[src/rtl/sseg_scan_driver.sv]
// sseg_scan_driver: time-multiplexed 7-segment scanner.
// Scans N_DIGITS active-low patterns onto one shared segment bus and strobes
// one active-low anode per slot. Each slot starts with a blanking gap so the
// previous digit's segments do not ghost onto the next one. Patterns are
// snapshotted once per frame, so a frame never shows a mix of old and new data.
// Optional feature: define SSEG_BRIGHTNESS_EN to add brightness_i, which
// shortens the lit part of every slot (PWM dimming).
module sseg_scan_driver #(
    parameter int unsigned N_DIGITS     = 4,
    parameter int unsigned REFRESH_DIV  = 50000,
    parameter int unsigned BLANK_CYCLES = 500
) (
    input  logic                          clk_i,
    input  logic                          rst_ni,
    input  logic                          en_i,
    input  logic [7*N_DIGITS-1:0]         sseg_i,
    input  logic [N_DIGITS-1:0]           dp_i,
`ifdef SSEG_BRIGHTNESS_EN
    input  logic [3:0]                    brightness_i,
`endif
    output logic [6:0]                    sseg_o,
    output logic                          dp_o,
    output logic [N_DIGITS-1:0]           an_o,
    output logic [$clog2(N_DIGITS)-1:0]   digit_idx_o,
    output logic                          frame_o
);

    localparam int unsigned CW = $clog2(REFRESH_DIV);
    localparam int unsigned IW = $clog2(N_DIGITS);

    localparam logic [CW-1:0] LAST_EDGE  = CW'(REFRESH_DIV - 1);
    localparam logic [CW-1:0] BLANK_END  = CW'(BLANK_CYCLES);
    localparam logic [IW-1:0] LAST_DIGIT = IW'(N_DIGITS - 1);

    typedef enum logic [1:0] {
        IDLE,
        BLANK,
        DRIVE
    } state_t;

    state_t          state;
    logic [CW-1:0]   cnt;

    logic [6:0]           sh_seg [N_DIGITS];
    logic [N_DIGITS-1:0]  sh_dp;

    logic [CW-1:0]   edge_n;
    logic [IW-1:0]   idx_n;
    logic            frame_start;
    logic            snap;
    logic            lit;

`ifdef SSEG_BRIGHTNESS_EN
    localparam logic [31:0] DRIVE_LEN = 32'(REFRESH_DIV - BLANK_CYCLES);
    logic [3:0]  sh_bright;
    logic [31:0] on_len;

    // Lit length of the drive window: floor((b+1)*D/16), never below one cycle
    always_comb begin
        on_len = ((32'(sh_bright) + 32'd1) * DRIVE_LEN) >> 4;
        if (on_len == '0) begin
            on_len = 32'd1;
        end
        lit = (32'(edge_n) < (32'(BLANK_CYCLES) + on_len));
    end
`else
    assign lit = 1'b1;
`endif

    // Next slot edge, next digit and frame boundary while scanning
    always_comb begin
        edge_n = (cnt == LAST_EDGE) ? '0 : cnt + 1'b1;
        idx_n  = digit_idx_o;
        if (edge_n == '0) begin
            idx_n = (digit_idx_o == LAST_DIGIT) ? '0 : digit_idx_o + 1'b1;
        end
        frame_start = (edge_n == '0) && (idx_n == '0);
        snap        = en_i && ((state == IDLE) || frame_start);
    end

    // Frame snapshot of the patterns, taken on edge 0 of digit 0's slot
    always_ff @(posedge clk_i or negedge rst_ni) begin
        if (!rst_ni) begin
            for (int unsigned k = 0; k < N_DIGITS; k++) begin
                sh_seg[k] <= '1;
            end
            sh_dp <= '0;
`ifdef SSEG_BRIGHTNESS_EN
            sh_bright <= '1;
`endif
        end else if (snap) begin
            for (int unsigned k = 0; k < N_DIGITS; k++) begin
                sh_seg[k] <= sseg_i[7*k +: 7];
            end
            sh_dp <= dp_i;
`ifdef SSEG_BRIGHTNESS_EN
            sh_bright <= brightness_i;
`endif
        end
    end

    // Scan FSM with registered pin outputs; the anode vector is decoded from a
    // single index, so at most one anode can ever be low
    always_ff @(posedge clk_i or negedge rst_ni) begin
        if (!rst_ni) begin
            state       <= IDLE;
            cnt         <= '0;
            digit_idx_o <= '0;
            frame_o     <= 1'b0;
            an_o        <= '1;
            sseg_o      <= 7'h7F;
            dp_o        <= 1'b1;
        end else if (!en_i) begin
            state       <= IDLE;
            cnt         <= '0;
            digit_idx_o <= '0;
            frame_o     <= 1'b0;
            an_o        <= '1;
            sseg_o      <= 7'h7F;
            dp_o        <= 1'b1;
        end else begin
            case (state)
                IDLE: begin
                    state       <= BLANK;
                    cnt         <= '0;
                    digit_idx_o <= '0;
                    frame_o     <= 1'b1;
                    an_o        <= '1;
                    sseg_o      <= 7'h7F;
                    dp_o        <= 1'b1;
                end
                default: begin
                    cnt         <= edge_n;
                    digit_idx_o <= idx_n;
                    frame_o     <= frame_start;
                    if (edge_n < BLANK_END) begin
                        state  <= BLANK;
                        an_o   <= '1;
                        sseg_o <= 7'h7F;
                        dp_o   <= 1'b1;
                    end else if (lit) begin
                        state  <= DRIVE;
                        an_o   <= ~({{(N_DIGITS-1){1'b0}}, 1'b1} << idx_n);
                        sseg_o <= sh_seg[idx_n];
                        dp_o   <= ~sh_dp[idx_n];
                    end else begin
                        state  <= DRIVE;
                        an_o   <= '1;
                        sseg_o <= 7'h7F;
                        dp_o   <= 1'b1;
                    end
                end
            endcase
        end
    end

endmodule
[config.mk]
export PLATFORM = sky130hd
export DESIGN_NAME = sseg_scan_driver
export DESIGN_NICKNAME = d
export VERILOG_FILES = /design/src/rtl/sseg_scan_driver.sv
export SDC_FILE = /design/constraint.sdc
export NUM_CORES = 1
export LEC_CHECK = 0
export CORE_UTILIZATION = 30
export DETAILED_ROUTE_END_ITERATION = 7
export MAX_ROUTING_LAYER = met4
export PLACE_DENSITY_LB_ADDON = 0.08
export SLEW_MARGIN = 15
export SYNTH_ARGS = -nofsm -noshare
export SYNTH_HDL_FRONTEND = slang
export SYNTH_SLANG_ARGS = --single-unit
[constraint.sdc]
create_clock -name clk_i -period 4.4 [get_ports clk_i]
set_input_delay 0.88 -clock clk_i [delete_from_list [all_inputs] [get_ports clk_i]]
set_output_delay 0.88 -clock clk_i [all_outputs]
set_load 0.1 [all_outputs]
==> results.json, run 1 <==
{
  "status": "finished, final reports clean",
  "ys_types": 62,
  "clockBufferDepth": 2,
  "min_period_over_period_pct": 77.38,
  "cts.clk_slew.worst_paths_ps": 60,
  "final_nets": 363,
  "p_seq_share_pct": 45.2,
  "power.share.switching_pct": 22.64,
  "peakVddDrop_uv": 189.6,
  "numCtsBuffers": 9,
  "die_y_um": 108.4,
  "cts_root_buf": "clkbuf_16",
  "syn_area_um2": 3397,
  "ctsHoldBuffers": 0,
  "syn_inst": 278,
  "leakage_nw": 1.757,
  "synth_ff_type": "dfstp_2",
  "fp.dieW_um": 108.4,
  "multi_input_area_um2": 1597,
  "start_util_pct": 31.06,
  "critPathCaptureType": "register",
  "viasPerCell": 4.866,
  "fin_crit_ps": 3405,
  "seqCellArea_um2": 1677,
  "mostFrequentLayoutCell": "clkdlybuf4s50_1",
  "grt_pass1_wl_um": 12900,
  "drive_gt1_share_pct": 30.91,
  "cts_tree": "yes",
  "place_hpwl_um": 5365,
  "final.setup.worst_slack_ps": 995.2,
  "antenna_found_initial": 0,
  "fin_tns_setup_ps": 0,
  "postRouteAntennaNets": 0,
  "final_cell_mix": "48 x clkdlybuf4s50_1, 40 x dfstp_2, 29 x mux2_4",
  "p_per_area_nw_per_um2": 361.0,
  "critPathLaunchType": "register",
  "cts_setup_buffers": 0,
  "pwr-share-clk_pct": 44.9,
  "total_power_w": 0.001551,
  "setup-violations-final": 0,
  "pin_count": 50,
  "post_cts_resized": 0,
  "vias": 2287,
  "drt-total-wl_um": 7908,
  "grtUsageTotal_pct": 15.32,
  "wl_per_cell_um": 16.83,
  "grt_max_degree": 44,
  "path_class": "register to register",
  "die_area_um2": 11750,
  "n_antenna_cell": 0,
  "clk_latency_ps": 330,
  "max-cap-violations": 0,
  "hold_violations": 0,
  "p_comb_share_pct": 9.9,
  "dpl_worst_slack_ps": 1007,
  "drc": 0,
  "hold_path_class": "register to register",
  "cts.sinks": 65,
  "grt_pass1_vias": 2301,
  "fillerInstances": 1093,
  "grt_setup_unrepaired": "false",
  "worstMarginPinSlew_ps": 1008,
  "place.gp.congestion": 0.7677,
  "synth_seq_cells": 65,
  "grt_overflow": 0,
  "h-tree-depth": 3,
  "internal-power_w": 0.001200,
  "critical_path_arrival_ps": 3620,
  "seq_area_frac_synth_pct": 49.36,
  "p_switching_w": 0.0003512,
  "avgSynthCellArea_um2": 12.22,
  "drt_pass1_iterations": 4,
  "synth-edff-count": 0,
  "async_flop_share_pct": 100.0,
  "syn_nets": 316,
  "worstPathRequired_ps": 4610,
  "yosys_warnings": 0,
  "core_area_um2": 10940,
  "maxSlewHeadroom_pct": 32.78,
  "first_iter_violations": 118,
  "max_freq_mhz": 293.7,
  "port_buffers": 49,
  "finClkSkew_ps": 6.949,
  "rows": 38,
  "drv_slew": 0,
  "path_max_fanout": 33,
  "area.growth.synth_to_final_pct": 26.48
}
[final cells by class]
type	count	share of cell area (%)
clock inverter	4	0.5242
clock buffer	12	6.232
timing repair buffer	53	12.29
sequential	65	39.02
multi-input combinational	188	37.16
inverter	8	0.6989
tap	140	4.077
[through the flow]
step | hold slack, ps | area [µm²] | cells | util, %
after floorplan | 456.9 | 3397 | 278 | -
after global placement | 486.1 | 4006 | 454 | 36.64
after detailed placement | 480.6 | 4006 | 454 | 36.64
after CTS | 493.7 | 4297 | 470 | 39.29
after global routing | 506.9 | 4297 | 470 | 39.29
final | 491.2 | 4297 | 470 | 39.29
[power by group through the flow]
| stage | registers (W) | logic [W] | clock network [W] |
|---|---|---|---|
| floorplan | 0.000702 | 0.0000947 | 0 |
| global placement | 0.000713 | 0.000154 | 0 |
| detailed placement | 0.000710 | 0.000156 | 0 |
| CTS | 0.000702 | 0.000157 | 0.000721 |
| global route | 0.000707 | 0.000167 | 0.000751 |
| finish | 0.000701 | 0.000153 | 0.000697 |
[Yosys cell counts, types with 3 or more instances]
master	number	share of area (%)
nor2_1	26	2.9
inv_1	7	0.77
buf_6	4	1.3
buf_2	3	0.44
mux2_1	4	1.3
ha_1	3	1.1
nand3_1	9	1.3
mux2_4	29	13
clkbuf_1	9	0.99
xor2_1	7	1.8
a22oi_1	6	1.3
nand4_1	6	1.1
xnor2_1	9	2.3
dfrtp_1	25	18
nand2_1	10	1.1
o21ai_0	6	0.88
mux2i_1	11	3.2
o211ai_1	7	1.5
nand2b_1	3	0.55
dfstp_2	40	31
[kinds of logic (layout without fill, tap and decap cells)]
kind of cell / Yosys count / count (layout) / share of synthesized area, %
DFF: 65 / 65 / 49.36
xor gates and xnor gates: 16 / 16 / 4.125
and+or+nand+nor: 81 / 81 / 13.85
buffers and inverters: 25 / 77 / 3.867
AOI/OAI and AO/OA: 42 / 42 / 9.651
adders and majority gates: 3 / 3 / 1.105
muxes: 46 / 46 / 18.05
[routing by layer]
metal	routed length, µm	vias up	part of all wire (%)	GRT usage, %
met3	296	9	3.7	3.677
met1	4110	1120	52	22.74
met2	3402	45	43	19.71
li1	-	1113	-	-
met4	97	0	1.2	5.502
met5	0	-	0	-
[critical path, stage by stage, from the launching register on]
cell     delay [ps]
dfrtp_1         420
ha_1            280
nand3_1         290
nor3_2          360
mux2_2          390
a32oi_2         280
nor4_2           90
buf_4           200
nor3b_2         180
o21ai_4         150
buf_12          270
mux2_1          350
[flip-flops by register name (all words and copies together) (netlist names)]
name and cells:
digit_idx_o 2, dp_o 1, sseg_o 7, an_o 4, cnt 16, sh_dp 4
sh_seg 28, state 2, frame_o 1
[final timing paths]
kind                                from        to  slack (ps)  depth (start not counted)
worst max-delay path              cnt[0]  sh_dp[0]        1000                         11
worst min-delay path            sh_dp[0]  sh_dp[0]         490                          1
worst max register to register    cnt[0]  sh_dp[0]        1000                         11
worst min register to register  sh_dp[0]  sh_dp[0]         490                          1
max in group asynchronous         rst_ni   an_o[3]        2740                          2
min in group asynchronous         rst_ni   cnt[10]         720                          1
Note: power is estimated with default switching activity, not from simulation.
==> run 2, diff against run 1 <==
clock period = 2.8 ns   (was 4.4 ns; I/O delays follow)
==> results.json, run 2 (same netlist as run 1, synthesis figures left out) <==
{
  "hold_path_class": "input port to async pin",
  "reg_top3": "sh_seg: 28 flops, cnt: 16 flops, sseg_o: 7 flops",
  "hold_violations": 0,
  "layout.cells.non_filler": 518,
  "grt_pass1_vias": 2574,
  "violations": "negative setup slack",
  "n_antenna_cell": 0,
  "numCtsBuffers": 9,
  "max-cap-violations": 0,
  "grtUsageTotal_pct": 15.80,
  "cts.sinks": 65,
  "p_per_area_nw_per_um2": 522.8,
  "antenna_found_initial": 0,
  "worstMarginPinSlew_ps": 567.1,
  "path_class": "register to register",
  "postRouteAntennaNets": 0,
  "cp.depth": 8,
  "fillerInstances": 1034,
  "rows": 38,
  "p_switching_w": 0.0005936,
  "pin_count": 50,
  "vias": 2528,
  "cts.clk_slew.worst_paths_ps": 60,
  "mostFrequentLayoutCell": "buf_4",
  "final.setup.worst_slack_ps": -121.3,
  "internal-power_w": 0.001929,
  "viasPerCell": 4.880,
  "crit_chain": "or4b_4 -> nor4_4 -> o21a_1 -> o2111ai_2 -> nor4_2 -> buf_4 -> mux2_4 -> or4_4",
  "min_period_over_period_pct": 104.3,
  "peakVddDrop_uv": 358.6,
  "cp_num_buf_inv": 1,
  "core_area_um2": 10940,
  "drv_slew": 0,
  "grt_max_degree": 30,
  "critical_path_arrival_ps": 3170,
  "p_comb_share_pct": 10.7,
  "status": "finished with violations",
  "drc": 0,
  "cts_tree": "yes",
  "die_area_um2": 11750,
  "leakage_nw": 2.075,
  "cp_slowest_stage_delay_ps": 550,
  "p_seq_share_pct": 43.7,
  "final_cell_mix": "58 x buf_4, 40 x dfstp_2, 33 x mux2_4, 33 x clkdlybuf4s50_1, 25 x dfrtp_1",
  "fin_crit_ps": 2921,
  "power.share.switching_pct": 23.53,
  "cts_root_buf": "clkbuf_16",
  "fp.dieW_um": 108.4,
  "clockBufferDepth": 2,
  "critPathCaptureType": "register",
  "clk_latency_ps": 340,
  "die_y_um": 108.4,
  "dp.cells": 495,
  "regMostFlops": "sh_seg",
  "fin_tns_setup_ps": -1444,
  "crit_family": "simple AND/OR/NAND/NOR gates",
  "place_hpwl_um": 5966,
  "start_util_pct": 31.06,
  "finClkSkew_ps": 10.41,
  "drt-total-wl_um": 8586,
  "wl_per_cell_um": 16.58,
  "r2r_end": "an_o[1]",
  "largest_reg_flops": 28,
  "drt_pass1_iterations": 4,
  "critPathLaunchType": "register",
  "maxSlewHeadroom_pct": 62.20,
  "max_freq_mhz": 342.3,
  "final_nets": 411,
  "area.growth.synth_to_final_pct": 42.06,
  "rr_worst_depth": 8,
  "grt_overflow": 0,
  "setup-violations-final": 39,
  "h-tree-depth": 3,
  "cp_slowest_cell": "or4b_4",
  "port_buffers": 49,
  "grt_setup_unrepaired": "true",
  "path_max_fanout": 4,
  "pwr-share-clk_pct": 45.6,
  "first_iter_violations": 64,
  "drive_gt1_share_pct": 48.94,
  "r2r_start": "cnt[10]",
  "worstPathRequired_ps": 3050,
  "place.gp.congestion": 0.7806,
  "grt_pass1_wl_um": 13500,
  "rrSetupSlack_ps": -120
}
## run 2: power by group through the flow
stage | Clock [W] | Combinational, W | Sequential, W
after floorplan | 0 | 0.000149 | 0.00110
after global placement | 0 | 0.000251 | 0.00111
after detailed placement | 0 | 0.000253 | 0.00111
after CTS | 0.00117 | 0.000257 | 0.00110
after global routing | 0.00121 | 0.000292 | 0.00111
final | 0.00115 | 0.000269 | 0.00110
## run 2: repair_timing
| item | in CTS | in global routing |
|---|---|---|
| setup endpoints to repair | 46 | 45 |
| hold buffers | 0 | 0 |
| resized for setup | 12 | 14 |
| pin swaps | 7 | 10 |
| buffers inserted | 2 | 3 |
| cloned | 0 | 3 |
## run 2: cell type report
| cell class | count | area (µm²) | area share [%] |
|---|---|---|---|
| clock buffer | 9 | 225.2 | 4.667 |
| clock inverter | 7 | 76.32 | 1.582 |
| inverter | 8 | 30.03 | 0.6222 |
| multi-input combinational | 188 | 1722 | 35.68 |
| sequential | 65 | 1677 | 34.74 |
| tap | 140 | 175.2 | 3.630 |
| timing repair buffer | 101 | 920.9 | 19.08 |
## run 2: layer usage
metal | up-vias | track usage [%] | wire (µm)
met4 | 0 | 6.081 | 119
met3 | 8 | 3.134 | 265
met5 | - | - | 0
li1 | 1207 | - | -
met1 | 1265 | 21.85 | 4470
met2 | 48 | 22.60 | 3731
## run 2: stage by stage
step | worst slack, ps | cell area [µm²] | utilization (%) | hold slack (ps) | power, W
after floorplan | -24.28 | 3426 | - | 264.4 | 0.001252
after global placement | -279.0 | 4312 | 39.43 | 473.3 | 0.001364
after detailed placement | -220.0 | 4312 | 39.43 | 482.5 | 0.001367
after CTS | -109.0 | 4672 | 42.72 | 240.9 | 0.002533
after global routing | -216.0 | 4826 | 44.13 | 268.9 | 0.002613
final | -121.3 | 4826 | 44.13 | 223.2 | 0.002523
## run 2: worst max-delay path by stage
stage               startpoint        to  slack, ps
floorplan              cnt[10]  sh_dp[3]        -20
global placement        cnt[0]   an_o[1]       -280
detailed placement      cnt[0]   an_o[1]       -220
CTS                    cnt[12]   an_o[1]       -110
global route            cnt[7]   an_o[1]       -220
finish                 cnt[10]   an_o[1]       -120
